`config.mk`:
```
export PLATFORM = sky130hd
export DESIGN_NAME = serial_adder
export DESIGN_NICKNAME = d
export VERILOG_FILES = /design/src/rtl/serial_adder_pkg.sv /design/src/rtl/full_adder.sv /design/src/rtl/half_adder.sv /design/src/rtl/serial_adder.sv
export SDC_FILE = /design/constraint.sdc
export NUM_CORES = 1
export LEC_CHECK = 0
export ABC_AREA = 1
export BUFFER_PORTS_ARGS = -buffer_cell sky130_fd_sc_hd__buf_2
export CAP_MARGIN = 10
export CORE_MARGIN = 3
export CORE_UTILIZATION = 55
export CTS_CLUSTER_SIZE = 40
export DETAILED_ROUTE_END_ITERATION = 8
export GPL_ROUTABILITY_DRIVEN = 0
export PLACE_DENSITY_LB_ADDON = 0.2
export SETUP_SLACK_MARGIN = 0.4
export SLEW_MARGIN = 20
export SYNTH_ARGS = -nofsm -noshare
export SYNTH_HDL_FRONTEND = slang
export SYNTH_HIERARCHICAL = 1
export SYNTH_SLANG_ARGS = --single-unit
```
`constraint.sdc`:
```
create_clock -name clk -period 1.7 [get_ports clk]
set_input_delay 0.255 -clock clk [delete_from_list [all_inputs] [get_ports clk]]
set_output_delay 0.255 -clock clk [all_outputs]
set_load 0.05 [all_outputs]
```
`src/rtl/serial_adder_pkg.sv`:
```
// Shared types and defaults for the bit-serial adder.
package serial_adder_pkg;

  // Controller states: wait for start, shift one bit per clock, present result.
  typedef enum logic [1:0] {
    IDLE = 2'd0,
    RUN  = 2'd1,
    DONE = 2'd2
  } state_t;

  localparam int DEFAULT_WIDTH = 8;

endpackage

```
`src/rtl/full_adder.sv`:
```
// Full adder slice built from two half adders and an OR for the carry.
module full_adder (
  input  logic a,
  input  logic b,
  input  logic cin,
  output logic sum,
  output logic cout
);

  logic s0;
  logic c0;
  logic c1;

  half_adder u_ha0 (
    .a (a),
    .b (b),
    .s (s0),
    .c (c0)
  );

  half_adder u_ha1 (
    .a (s0),
    .b (cin),
    .s (sum),
    .c (c1)
  );

  // At most one half adder can generate a carry, so OR merges them.
  always_comb begin
    cout = c0 | c1;
  end

endmodule

```
`src/rtl/half_adder.sv`:
```
// Half adder cell: one-bit sum and carry of two inputs.
module half_adder (
  input  logic a,
  input  logic b,
  output logic s,
  output logic c
);

  // Purely combinational sum/carry.
  always_comb begin
    s = a ^ b;
    c = a & b;
  end

endmodule

```
`src/rtl/serial_adder.sv`:
```
// Bit-serial ripple adder: adds two WIDTH-bit operands LSB first, one bit per
// clock, through a single full-adder slice and a registered carry.
// Optional signed-overflow output enabled by defining SERIAL_ADDER_OVF_EN.
module serial_adder
  import serial_adder_pkg::*;
#(
  parameter int WIDTH = DEFAULT_WIDTH
) (
  input  logic             clk,
  input  logic             rst,
  input  logic             start,
  input  logic [WIDTH-1:0] a,
  input  logic [WIDTH-1:0] b,
  input  logic             cin,
  output logic             busy,
  output logic             done,
  output logic [WIDTH-1:0] sum,
  output logic             cout
`ifdef SERIAL_ADDER_OVF_EN
  ,
  output logic             ovf
`endif
);

  localparam int CW = $clog2(WIDTH);
  localparam logic [CW-1:0] LAST = CW'(WIDTH - 1);

  state_t           state;
  state_t           state_n;
  logic [WIDTH-1:0] a_sr;
  logic [WIDTH-1:0] b_sr;
  logic [WIDTH-2:0] acc;
  logic [WIDTH-1:0] acc_next;
  logic [CW-1:0]    cnt;
  logic             carry;
  logic             fa_s;
  logic             fa_c;
  logic             accept;
  logic             last_bit;

  full_adder u_fa (
    .a    (a_sr[0]),
    .b    (b_sr[0]),
    .cin  (carry),
    .sum  (fa_s),
    .cout (fa_c)
  );

  // State register.
  always_ff @(posedge clk) begin
    if (rst) state <= IDLE;
    else     state <= state_n;
  end

  // Next-state, start acceptance and status outputs.
  always_comb begin
    state_n  = state;
    accept   = 1'b0;
    last_bit = (cnt == LAST);
    busy     = (state == RUN);
    done     = (state == DONE);
    // Result register shifts right with the new bit entering at the MSB;
    // only WIDTH-1 bits are stored since the final bit goes straight to sum.
    acc_next = {fa_s, acc};
    case (state)
      IDLE: begin
        accept = start;
        if (start) state_n = RUN;
      end
      RUN: begin
        if (last_bit) state_n = DONE;
      end
      DONE: begin
        accept  = start;
        state_n = start ? RUN : IDLE;
      end
      default: state_n = IDLE;
    endcase
  end

  // Operand shifting, carry chain, bit counter and held result.
  always_ff @(posedge clk) begin
    if (rst) begin
      a_sr  <= '0;
      b_sr  <= '0;
      acc   <= '0;
      cnt   <= '0;
      carry <= 1'b0;
      sum   <= '0;
      cout  <= 1'b0;
`ifdef SERIAL_ADDER_OVF_EN
      ovf   <= 1'b0;
`endif
    end else if (accept) begin
      a_sr  <= a;
      b_sr  <= b;
      carry <= cin;
      cnt   <= '0;
    end else if (state == RUN) begin
      a_sr  <= a_sr >> 1;
      b_sr  <= b_sr >> 1;
      carry <= fa_c;
      cnt   <= cnt + 1'b1;
      acc   <= acc_next[WIDTH-1:1];
      if (last_bit) begin
        sum  <= acc_next;
        cout <= fa_c;
`ifdef SERIAL_ADDER_OVF_EN
        // carry still holds the carry into the MSB slice on this edge.
        ovf  <= carry ^ fa_c;
`endif
      end
    end
  end

endmodule
```
-- After elaboration in Yosys (flattened, before gate mapping)
Cells that the tools add are included.
- memories kept: 0
- RAM bits: 0
- input port bits: 20
- register bits after elaboration: 38
- output and inout port bits: 11
- memory bits (read-only): 0
- word-level logic and storage cells: 38
- latch bits: 0
- multipliers: 0
- muxes and demuxes: 11
- $lt $le $gt $ge: 0
- div/mod/pow operators: 0
- eq/ne operators: 5
- add/subtract/negate cells: 1
- reductions and logical operators: 7
- bitwise gates (word level): 6
- shift-type cells: 0
- operators with widths (operator ; count):
    $mux W8 ; 4
    $pmux W2 S3 ; 1
    $mux W1 ; 4
    $mux W2 ; 2
    $reduce_and A2 Y1 ; 2
    $reduce_or A2 Y1 ; 2
    $add A3 B1 Y3 const B ; 1
    $eq A3 B3 Y1 const B ; 1
    $reduce_and A3 Y1 ; 1
    $and A1 B1 Y1 ; 2
    $eq A2 B1 Y1 const B ; 1
    $eq A2 B2 Y1 const B ; 1
    $logic_not A2 Y1 ; 1
    $ne A2 B1 Y1 const B ; 1
    $ne A2 B2 Y1 const B ; 1
    $reduce_bool A2 Y1 ; 1
    $xor A1 B1 Y1 ; 2
    $not A1 Y1 ; 1
    $or A1 B1 Y1 ; 1

-- Longest topological paths before layout
Gate-level depths: netlist of the first run.
- word-level depth: 5
- gate-level depth with buffers: 8
- depth with buffers taken out: 8

-- By module
Netlist of the first run, hierarchy kept.
- modules (own cells, without submodules) (module ; seq. area each (um^2) ; cells each ; times used ; area each (um^2)):
    serial_adder ; 760.7 ; 229 ; 1 ; 1764.2
    half_adder ; 0.0 ; 1 ; 2 ; 12.5
    full_adder ; 0.0 ; 3 ; 1 ; 11.3

-- Worst setup path before layout of the first run
No wires, ideal clock.
- path kind: register to output
- start: register state[1]
- end: output done
- path buffers: 0
- required time: 1.445 ns
- data arrival time: 1.137 ns
- stages on the path, launching flop included: 3
- slack: 0.308 ns
- cells stage by stage: dfxtp_1 > inv_2 > nor2_1
- cells in the longest elaborated chain, start to end: 1
- ends and longest elaborated chain (item ; RTL line ; RTL):
    start: declaration ; serial_adder.sv:28 ; state_t state;
    start signal: assignment ; serial_adder.sv:52 ; else state <= state_n;
    $eq A2 B2 Y1 ; serial_adder.sv:61 ; done = (state == DONE);
    end: declaration ; serial_adder.sv:16 ; output logic done,
No other way between the ends.

-- Worst setup path after layout of the first run
Same ends and word-level chain as after synthesis.

==> impl_results.md, run 1 <==
- Die ar.: 4000 um^2
- CTS tree: built
- Post-Route WL: 3470 um
- Mapped Cells: 234
- P_leak: 1.05 nW
- Chip width: 63.2 um
- RSZ-0062 raised after global routing: yes
- Avg Synthesized Cell Area: 7.69 um^2
- Status: complete, no violations
- R2r setup slk: 0.45 ns
- Max-cap violations: 0
- Die H: 63.2 um
- Critical Path Sink Type: primary output
- Drt wl/cell: 11.0 um
- Psw: 0.514 mW
- Pwr Total: 1.78 mW
- Final nets: 294
- Vias/cell: 4.75
- Cts bufs inserted: 5
- Slew @ Worst Pin: 0.396 ns
- Power per cell area: 853 nW/um^2
- Buffers on Ports: 30
- Placed insts: 302
- Layout cells sized above 1: 0.284
- Max Slew Vio Count: 0
- GR Util All Layers: 0.183
- Cts hold-fix bufs: 0
- Sw frac: 0.289
- Int Pwr: 1.27 mW
- Slew margin rel.: 0.736
- First-pass GRT wire length: 5780 um
- Hold Crit Class: in2reg
- Total number of vias: 1,495
- Sequential power share: 0.549
- Setup TNS: 0 ns
- CTS H-tree lvls: 2
- Initial DRC Count: 64
- Vias in the first global route: 1,344
- Crit-path max FO: 8
- VDD IR-drop max: 0.598 mV
- Dpl hpwl: 2270 um
- Top cell type's share of synthesized area: 0.423
- Antenna Nets Post-Route: 0
- Final Hold Viols: 0
- Io pins: 31
- Flops & latches, synth: 38
- Diodes inserted: 0
- Crit path arrival time: 1.08 ns
- Clock latency on the worst-skew pair: 0.35 ns
- Initial Util: 0.585
- Non-filler cells, final: 315
- Area grow syn2layout: 15.9%
- Clock Power Share: 0.278
- Drt first pass iters: 4
- DRC viols: 0
- Largest net degree at the start of global routing: 27
- Yosys warns: 6
- Critical path class: reg2out
- F_max: 748 MHz
- Syn Nets: 258
- Synth top area cells: dfxtp_1 42%, nand2_1 9.4%, nor2_1 7.9%
- Reg clk slew, reported paths: 0.12 ns
- Initial antenna violation count: 0
- Num rows: 20
- Clk buf depth: 2
- Clock Skew: 0.0112 ns
- Startpoint types: flop
- Final setup violation count: 0
- Design area: 2090 um^2
- Placed Area: 1930 um^2
- Core region area: 3080 um^2
- Post-Synthesis Cell Area: 1800 um^2
- Final worst-path cycle share: 0.786
- Yosys cell types: 27
- Root Driver: clkbuf_4
- WP data required: 1.44 ns
- Total gr overflow: 0
- Sequential cell area fraction in the yosys report: 0.423
- Combinational share of power: 0.173
- Yosys top cell by area: dfxtp_1
- Sink Count: 38
- Final Critical Period: 1.34 ns
## cells in the mapped netlist
| cell type | n |
|---|---|
| nor2_2 | 1 |
| inv_2 | 6 |
| nand3_2 | 3 |
| a21oi_1 | 11 |
| inv_1 | 26 |
| buf_8 | 3 |
| o21ai_2 | 1 |
| buf_6 | 2 |
| clkbuf_1 | 2 |
| nand2_4 | 2 |
| buf_12 | 1 |
| xor2_1 | 1 |
| nor2_8 | 1 |
| a21oi_2 | 3 |
| a211oi_1 | 1 |
| ha_1 | 4 |
| nand2_8 | 2 |
| o21ai_0 | 17 |
| nand3_1 | 18 |
| inv_8 | 1 |
| o21ai_1 | 1 |
| nand2_1 | 45 |
| nor2_4 | 2 |
| nand2_2 | 3 |
| nor2_1 | 38 |
| buf_2 | 1 |
| dfxtp_1 | 38 |
## routing by layer
| layer | wire (um) | GRT usage | up-vias |
|---|---|---|---|
| met3 | 186 | 0.0606 | 5 |
| met1 | 1620 | 0.215 | 656 |
| met4 | 51 | 0.0674 | 0 |
| li1 | - | - | 801 |
| met2 | 1610 | 0.308 | 33 |
| met5 | 0 | 0 | - |
## critical path, cell delays in order, from the launching register on
cell and delay, ns:
dfxtp_4 0.39, inv_4 0.07, nor2_4 0.11, buf_8 0.15
## stage by stage
stage | setup slack [ns] | hold WS (ns) | util
CTS | 0.305 | 0.125 | 0.663
global route | 0.310 | 0.135 | 0.678
finish | 0.363 | 0.135 | 0.678
floorplan | 0.502 | 0.390 | -
global placement | 0.367 | 0.454 | 0.627
detailed placement | 0.363 | 0.457 | 0.627
## path summary, 6_finish.rpt
| path | start | end | cells past startpoint |
|---|---|---|---|
| max | state[1]$_SDFFE_PP0P_ | done | 3 |
| min | b[7] | b_sr[7]$_SDFFE_PP0P_ | 3 |
| max reg2reg | a_sr[0]$_SDFFE_PP0P_ | carry$_SDFFE_PP0P_ | 8 |
| min reg2reg | sum[5]$_SDFFE_PP0P_ | sum[5]$_SDFFE_PP0P_ | 2 |
## layout make-up
type / instances / area (um^2)
fill: 292 / 991
inverter: 33 / 136
multi-input combinational: 155 / 843
clock inverter: 1 / 5.00
tap: 44 / 55.1
sequential: 38 / 769
clock buffer: 7 / 55.1
timing repair buffer: 37 / 223
## registers in the layout, summed over array words and instances (netlist names)
| name | cells |
|---|---|
| a_sr | 8 |
| b_sr | 8 |
| sum | 8 |
| acc | 7 |
| cnt | 3 |
| state | 2 |
| carry | 1 |
| cout | 1 |
## cells in the final DEF (no fill, tap or decap), types with 2 or more instances in the layout
cell	instances
buf_2	28
inv_4	2
buf_4	6
o21ai_2	2
nand3_1	18
nand3_2	3
o21ai_0	16
nand2_8	2
nand2_4	3
clkbuf_4	5
ha_1	3
nor2_1	37
nand2_2	3
inv_1	25
dfxtp_1	35
dfxtp_4	2
a21oi_2	3
buf_6	2
nor2_4	3
inv_2	5
a21oi_1	11
nand2_1	45
## logic make-up (layout without fill, tap and decap cells)
logic type      Yosys count  after routing  share of synthesized area
fa+ha+maj                 4              4                     0.0278
buf+inv                  42             78                      0.129
compound gates           34             34                      0.104
flops                    38             38                      0.423
simple gates            115            116                      0.312
xor+xnor                  1              1                    0.00487
## power by group through the flow
stage | clock (mW) | combinational, mW | sequential [mW]
2_1_floorplan | 0 | 0.243 | 0.987
3_3_place_gp | 0 | 0.271 | 0.998
3_5_place_dp | 0 | 0.275 | 1.00
4_1_cts | 0.507 | 0.291 | 0.980
5_1_grt | 0.552 | 0.354 | 0.984
6_report | 0.494 | 0.308 | 0.978
## what timing repair did
item	4_1_cts	5_1_grt
buffers inserted	3	1
gates cloned	0	1
gates resized for setup	11	7
endpoints found under the setup margin	7	19
pin swaps	2	3
(Power assumes the default switching activity.)
==> inputs of run 2 (changes only) <==
Settings changed: CORE_UTILIZATION 55 to 49.
Clock period 1.7 ns to 1.2 ns, I/O delays scaled along.
==> run 2 against run 1 <==
The flow now finishes with violations (setup timing). Final area increased by 32%. Combinational power up 120%. Cell count rose by 7.0%.
==> impl_results.md, run 2 (synthesis gave the netlist of run 1 again) <==
- Die ar.: 4440 um^2 (was 4000 um^2)
- R2r endpoint: acc[0]$_SDFFE_PP0P_ (was carry$_SDFFE_PP0P_)
- Dpl hpwl: 2610 um (was 2270 um)
- Final nets: 314 (was 294)
- Placed insts: 311 (was 302)
- R2r setup slk: -0.02 ns (was 0.45 ns)
- Chip width: 66.6 um (was 63.2 um)
- Final-layout fill cell count: 201 (was 292)
- VDD IR-drop max: 0.943 mV (was 0.598 mV)
- RSZ-0062 raised after global routing: yes (unchanged)
- Crit path arrival time: 1.06 ns (was 1.08 ns)
- Buffers & Inverters on Critical Path: 2 (unchanged)
- DRC viols: 0 (unchanged)
- Max-cap violations: 0 (unchanged)
- Vias in the first global route: 1,699 (was 1,344)
- Non-filler cells, final: 337 (was 315)
- Slew margin rel.: 0.835 (was 0.736)
- Io pins: 31 (unchanged)
- Largest net degree at the start of global routing: 20 (was 27)
- Cts bufs inserted: 5 (unchanged)
- Vias/cell: 4.87 (was 4.75)
- CTS tree: built (unchanged)
- PnR worst setup slack: -0.0400 ns (was 0.363 ns)
- CP max-delay cell: dfxtp_4 (unchanged)
- Buffers on Ports: 30 (unchanged)
- Layout cells sized above 1: 0.540 (was 0.284)
- Hold Crit Class: in2reg (unchanged)
- Most Frequent Cell on Critical Path: buf_6
- Slew @ Worst Pin: 0.248 ns (was 0.396 ns)
- Core region area: 3440 um^2 (was 3080 um^2)
- Leading registers by flop count: a_sr x8, b_sr x8, sum x8 (unchanged)
- Setup TNS: -0.0727 ns (was 0 ns)
- Antenna Nets Post-Route: 0 (unchanged)
- Leading cell types in the layout, fill and taps excluded: 28 x nor2_1, 27 x nand2_1, 24 x inv_1, 23 x dfxtp_1 (was 45 x nand2_1, 37 x nor2_1, 35 x dfxtp_1, 28 x buf_2, 25 x inv_1)
- Diodes inserted: 0 (unchanged)
- Cts hold-fix bufs: 0 (unchanged)
- Startpoint types: flop (unchanged)
- Worst-path cell chain: buf_6 > nor2_4 > buf_6 (was inv_4 > nor2_4 > buf_8)
- Clock Skew: 0.00972 ns (was 0.0112 ns)
- Max stage delay on crit path: 0.38 ns (was 0.39 ns)
- P_leak: 1.26 nW (was 1.05 nW)
- WP data required: 1.02 ns (was 1.44 ns)
- Fin Hold WS: 0.108 ns (was 0.135 ns)
- GR Util All Layers: 0.226 (was 0.183)
- Final Critical Period: 1.24 ns
- CTS H-tree lvls: 2 (unchanged)
- Area grow syn2layout: 52.8% (was 15.9%)
- Commonest non-fill, non-tap cell in the layout: nor2_1 (was nand2_1)
- Clock latency on the worst-skew pair: 0.30 ns (was 0.35 ns)
- Post-Place Worst Slack: 0.0258 ns (was 0.363 ns)
- Critical Path Sink Type: primary output (unchanged)
- Reg clk slew, reported paths: 0.08 ns (was 0.12 ns)
- Worst Hold Depth: 3 (unchanged)
- Sink Count: 38 (unchanged)
- Min-delay src: b[7] (unchanged)
- Root Driver: clkbuf_8 (was clkbuf_4)
- Final setup violation count: 4 (was 0)
- First-pass GRT wire length: 7510 um (was 5780 um)
- Worst reg2reg startpoint: state[0]$_SDFFE_PP0P_ (was a_sr[0]$_SDFFE_PP0P_)
- Worst R2R Path Depth: 7 (was 8)
- Num rows: 21 (was 20)
- Initial Util: 0.523 (was 0.585)
- Final Hold Viols: 0 (unchanged)
- Hold Path Sink: b_sr[7]$_SDFFE_PP0P_ (unchanged)
- Total number of vias: 1,642 (was 1,495)
- Crit-path max FO: 3 (was 8)
- Power per cell area: 1250 nW/um^2 (was 853 nW/um^2)
- Initial DRC Count: 100 (was 64)
- Post-Route WL: 4680 um (was 3470 um)
- Drt wl/cell: 13.9 um (was 11.0 um)
- CP top delay family: flip-flops (unchanged)
- Failing checks: setup timing
- Die H: 66.6 um (was 63.2 um)
- Total gr overflow: 0 (unchanged)
- Max Slew Vio Count: 0 (unchanged)
- Clk buf depth: 2 (unchanged)
- Final worst-path cycle share: 1.03
- F_max: 806 MHz
- Critical path class: reg2out (unchanged)
- Status: finished with violations (was complete, no violations)
- Drt first pass iters: 5 (was 4)
- Initial antenna violation count: 0 (unchanged)
[run 2: cell count changes in the layout (fill, tap and decap cells not counted), moves of 6 or more]
cell	delta
nand2_1	-18
nand2_2	+16
dfxtp_1	-12
dfxtp_2	+12
buf_6	+10
buf_8	+10
o21ai_0	-10
buf_2	-9
nor2_1	-9
nor2_2	+7
o21ai_2	+7
a21oi_1	-6
a21oi_2	+6
[run 2: timing repair]
item | CTS | global route
buffers inserted | 10 | 7
gates cloned | 1 | 0
pin swaps | 8 | 15
endpoints found under the setup margin | 49 | 49
gates resized for setup | 81 | 26
[run 2: stage by stage]
step / total power [mW] / util / area (um^2)
after global placement: 1.88 / 0.617 / 2120
after global routing: 3.57 / 0.799 / 2750
final: 3.45 / 0.799 / 2750
after detailed placement: 1.89 / 0.617 / 2120
after floorplan: 1.79 / - / 1930
after CTS: 3.36 / 0.760 / 2620
[run 2: layer usage]
| metal | part of all wire | wire [um] | global-route usage |
|---|---|---|---|
| met5 | 0 | 0 | 0 |
| met4 | 0.022 | 102 | 0.112 |
| met3 | 0.039 | 180 | 0.0573 |
| met2 | 0.51 | 2410 | 0.390 |
| met1 | 0.42 | 1990 | 0.256 |
[run 2: final cells by class]
type	instances	area (um^2)	share of cell area
timing repair buffer	57	558	0.203
multi-input combinational	155	1050	0.382
inverter	33	159	0.0578
clock inverter	2	60.1	0.0218
sequential	38	785	0.285
clock buffer	6	82.6	0.0300
tap	46	57.6	0.0209
[run 2: where the power goes]
group          internal [mW]  leakage [nW]  switching [mW]
combinational          0.314         0.870           0.362
clock                  0.887        0.0714           0.486
sequential              1.34         0.319          0.0632
total                   2.54          1.26           0.912
[run 2: how the worst max path moves through the flow]
stage	slack [ns]	depth (start not counted)	to	startpoint
global route	-0.06	8	carry$_SDFFE_PP0P_	b_sr[0]$_SDFFE_PP0P_
detailed placement	0.03	5	acc[2]$_SDFFE_PP0P_	state[1]$_SDFFE_PP0P_
floorplan	0.10	8	carry$_SDFFE_PP0P_	b_sr[0]$_SDFFE_PP0P_
CTS	-0.005	3	done	state[0]$_SDFFE_PP0P_
finish	-0.04	3	done	state[0]$_SDFFE_PP0P_
global placement	0.05	3	busy	state[0]$_SDFFE_PP0P_
[run 2: worst register-to-register path: stages, from the launching register on]
cell and delay (ns):
dfxtp_4 0.40, inv_8 0.04, nor2_4 0.12, buf_6 0.11
buf_6 0.11, buf_6 0.12, nor2_2 0.03, a211oi_1 0.19
==> inputs of run 3 (changes only) <==
Settings changed: SETUP_SLACK_MARGIN 0.4 to 0.1.
==> run 3 against run 2 <==
The flow still finishes with violations (setup timing). Register-to-register slack got worse by 0.05 ns. First-iteration DRC count rose by 7.0%. Combinational power fell by 4.9%. Highest routed layer unchanged. Non-clock buffer count fell by 5. Total power fell by 14%. Sequential power barely moved.
==> impl_results.md, run 3 (synthesis gave the netlist of run 1 again) <==
- Worst R2R Path Depth: 8 (was 7)
- Layout cells sized above 1: 0.428 (was 0.540)
- Die H: 66.6 um (unchanged)
- P_leak: 1.18 nW (was 1.26 nW)
- Final Hold Viols: 0 (unchanged)
- Final nets: 308 (was 314)
- Crit path arrival time: 1.12 ns (was 1.06 ns)
- Leading cell types in the layout, fill and taps excluded: 39 x nand2_1, 33 x nor2_1, 32 x dfxtp_1, 23 x inv_1, 21 x buf_2 (was 28 x nor2_1, 27 x nand2_1, 24 x inv_1, 23 x dfxtp_1)
- Worst reg2reg startpoint: state[0]$_SDFFE_PP0P_ (unchanged)
- Die ar.: 4440 um^2 (unchanged)
- CP startpoint: state[0]$_SDFFE_PP0P_ (unchanged)
- Antenna Nets Post-Route: 0 (unchanged)
- PnR worst setup slack: -0.0970 ns (was -0.0400 ns)
- Critical path class: reg2out (unchanged)
- Initial DRC Count: 107 (was 100)
- Drt wl/cell: 13.3 um (was 13.9 um)
- Sink Count: 38 (unchanged)
- Worst Setup EP: busy (was done)
- Status: finished with violations (unchanged)
- Num rows: 21 (unchanged)
- Dpl hpwl: 2600 um (was 2610 um)
- Initial Util: 0.523 (unchanged)
- DRC viols: 0 (unchanged)
- Commonest non-fill, non-tap cell in the layout: nand2_1 (was nor2_1)
- Placed Area: 2070 um^2 (was 2120 um^2)
- Clk buf depth: 2 (unchanged)
- Failing checks: setup timing (unchanged)
- Cts bufs inserted: 5 (unchanged)
- Drt first pass iters: 5 (unchanged)
- Chip width: 66.6 um (unchanged)
- Power per cell area: 1180 nW/um^2 (was 1250 nW/um^2)
- Design area: 2510 um^2 (was 2750 um^2)
- Total number of vias: 1,651 (was 1,642)
- Hold Crit Class: in2reg (unchanged)
- Setup TNS: -0.255 ns (was -0.0727 ns)
- Buffers on Ports: 30 (unchanged)
- Clock Skew: 0.00889 ns (was 0.00972 ns)
- Largest net degree at the start of global routing: 24 (was 20)
- Area grow syn2layout: 39.4% (was 52.8%)
- Reg clk slew, reported paths: 0.08 ns (about the same)
- Slew margin rel.: 0.682 (was 0.835)
- CTS tree: built (unchanged)
- Clock latency on the worst-skew pair: 0.30 ns (about the same)
- R2r setup slk: -0.07 ns (was -0.02 ns)
- Core region area: 3440 um^2 (unchanged)
- Final Critical Period: 1.30 ns (was 1.24 ns)
- Diodes inserted: 0 (unchanged)
- Root Driver: clkbuf_8 (unchanged)
- Critical Path Sink Type: primary output (unchanged)
- Startpoint types: flop (unchanged)
- Initial antenna violation count: 0 (unchanged)
- Final worst-path cycle share: 1.08 (was 1.03)
- Pwr Total: 2.96 mW (was 3.45 mW)
- Max Slew Vio Count: 0 (unchanged)
- F_max: 771 MHz (was 806 MHz)
- Vias in the first global route: 1,539 (was 1,699)
- GR Util All Layers: 0.209 (was 0.226)
- VDD IR-drop max: 0.717 mV (was 0.943 mV)
- RSZ-0062 raised after global routing: yes (unchanged)
- Post-Route WL: 4400 um (was 4680 um)
- Crit-path max FO: 6 (was 3)
- Io pins: 31 (unchanged)
- Slew @ Worst Pin: 0.477 ns (was 0.248 ns)
- First-pass GRT wire length: 6870 um (was 7510 um)
- Final setup violation count: 7 (was 4)
- Leading registers by flop count: a_sr x8, b_sr x8, sum x8 (unchanged)
- CTS H-tree lvls: 2 (unchanged)
- Total gr overflow: 0 (unchanged)
- Max-cap violations: 0 (unchanged)
- R2r endpoint: b_sr[1]$_SDFFE_PP0P_ (was acc[0]$_SDFFE_PP0P_)
- Vias/cell: 4.99 (was 4.87)
- WP data required: 1.02 ns (about the same)
[run 3: per-layer routing]
layer / track usage / up-vias / part of all wire
met5: 0 / - / 0
met4: 0.109 / 0 / 0.036
met3: 0.0675 / 15 / 0.050
met2: 0.348 / 45 / 0.50
met1: 0.237 / 759 / 0.41
li1: - / 832 / -
[run 3: worst min path at each step]
stage          start                   end  depth (start not counted)  slack [ns]
3_3_place_gp    b[7]  b_sr[7]$_SDFFE_PP0P_                          3        0.40
2_1_floorplan   b[7]  b_sr[7]$_SDFFE_PP0P_                          2        0.31
4_1_cts         b[7]  b_sr[7]$_SDFFE_PP0P_                          3        0.09
6_report        b[7]  b_sr[7]$_SDFFE_PP0P_                          3        0.10
3_5_place_dp    b[7]  b_sr[7]$_SDFFE_PP0P_                          3        0.41
5_1_grt         b[7]  b_sr[7]$_SDFFE_PP0P_                          3        0.11
[run 3: final cells by class]
class,instances,area [um^2]
clock buffer,7,86.3
clock inverter,1,5.00
fill,260,932
inverter,33,149
multi-input combinational,154,991
sequential,38,773
tap,46,57.6
timing repair buffer,52,448
[run 3: worst max-delay path: stages, from the launching register on]
cell,delay [ns]
dfxtp_2,0.35
buf_12,0.12
inv_8,0.04
nor2_4,0.14
buf_8,0.17
[run 3: power breakdown]
| part | switching, mW | total, mW | internal (mW) |
|---|---|---|---|
| logic | 0.348 | 0.643 | 0.295 |
| clock network | 0.462 | 0.925 | 0.464 |
| registers | 0.0555 | 1.39 | 1.34 |
[run 3: repair_timing]
item / CTS / global route
hold buffers: 0 / 0
cloned: 1 / 0
hold endpoints to repair: 0 / 0
endpoints found under the setup margin: 38 / 47
resized for setup: 39 / 37
setup buffers: 10 / 0
pin swaps: 18 / 10
[run 3: through the flow]
stage,worst slack (ns),utilization,hold slack [ns],cells
after floorplan,0.0998,-,0.315,234
after global placement,0.0263,0.602,0.403,312
after global routing,-0.118,0.729,0.111,331
final,-0.0970,0.729,0.105,331
after detailed placement,0.0120,0.602,0.411,312
after CTS,-0.0782,0.694,0.0894,331
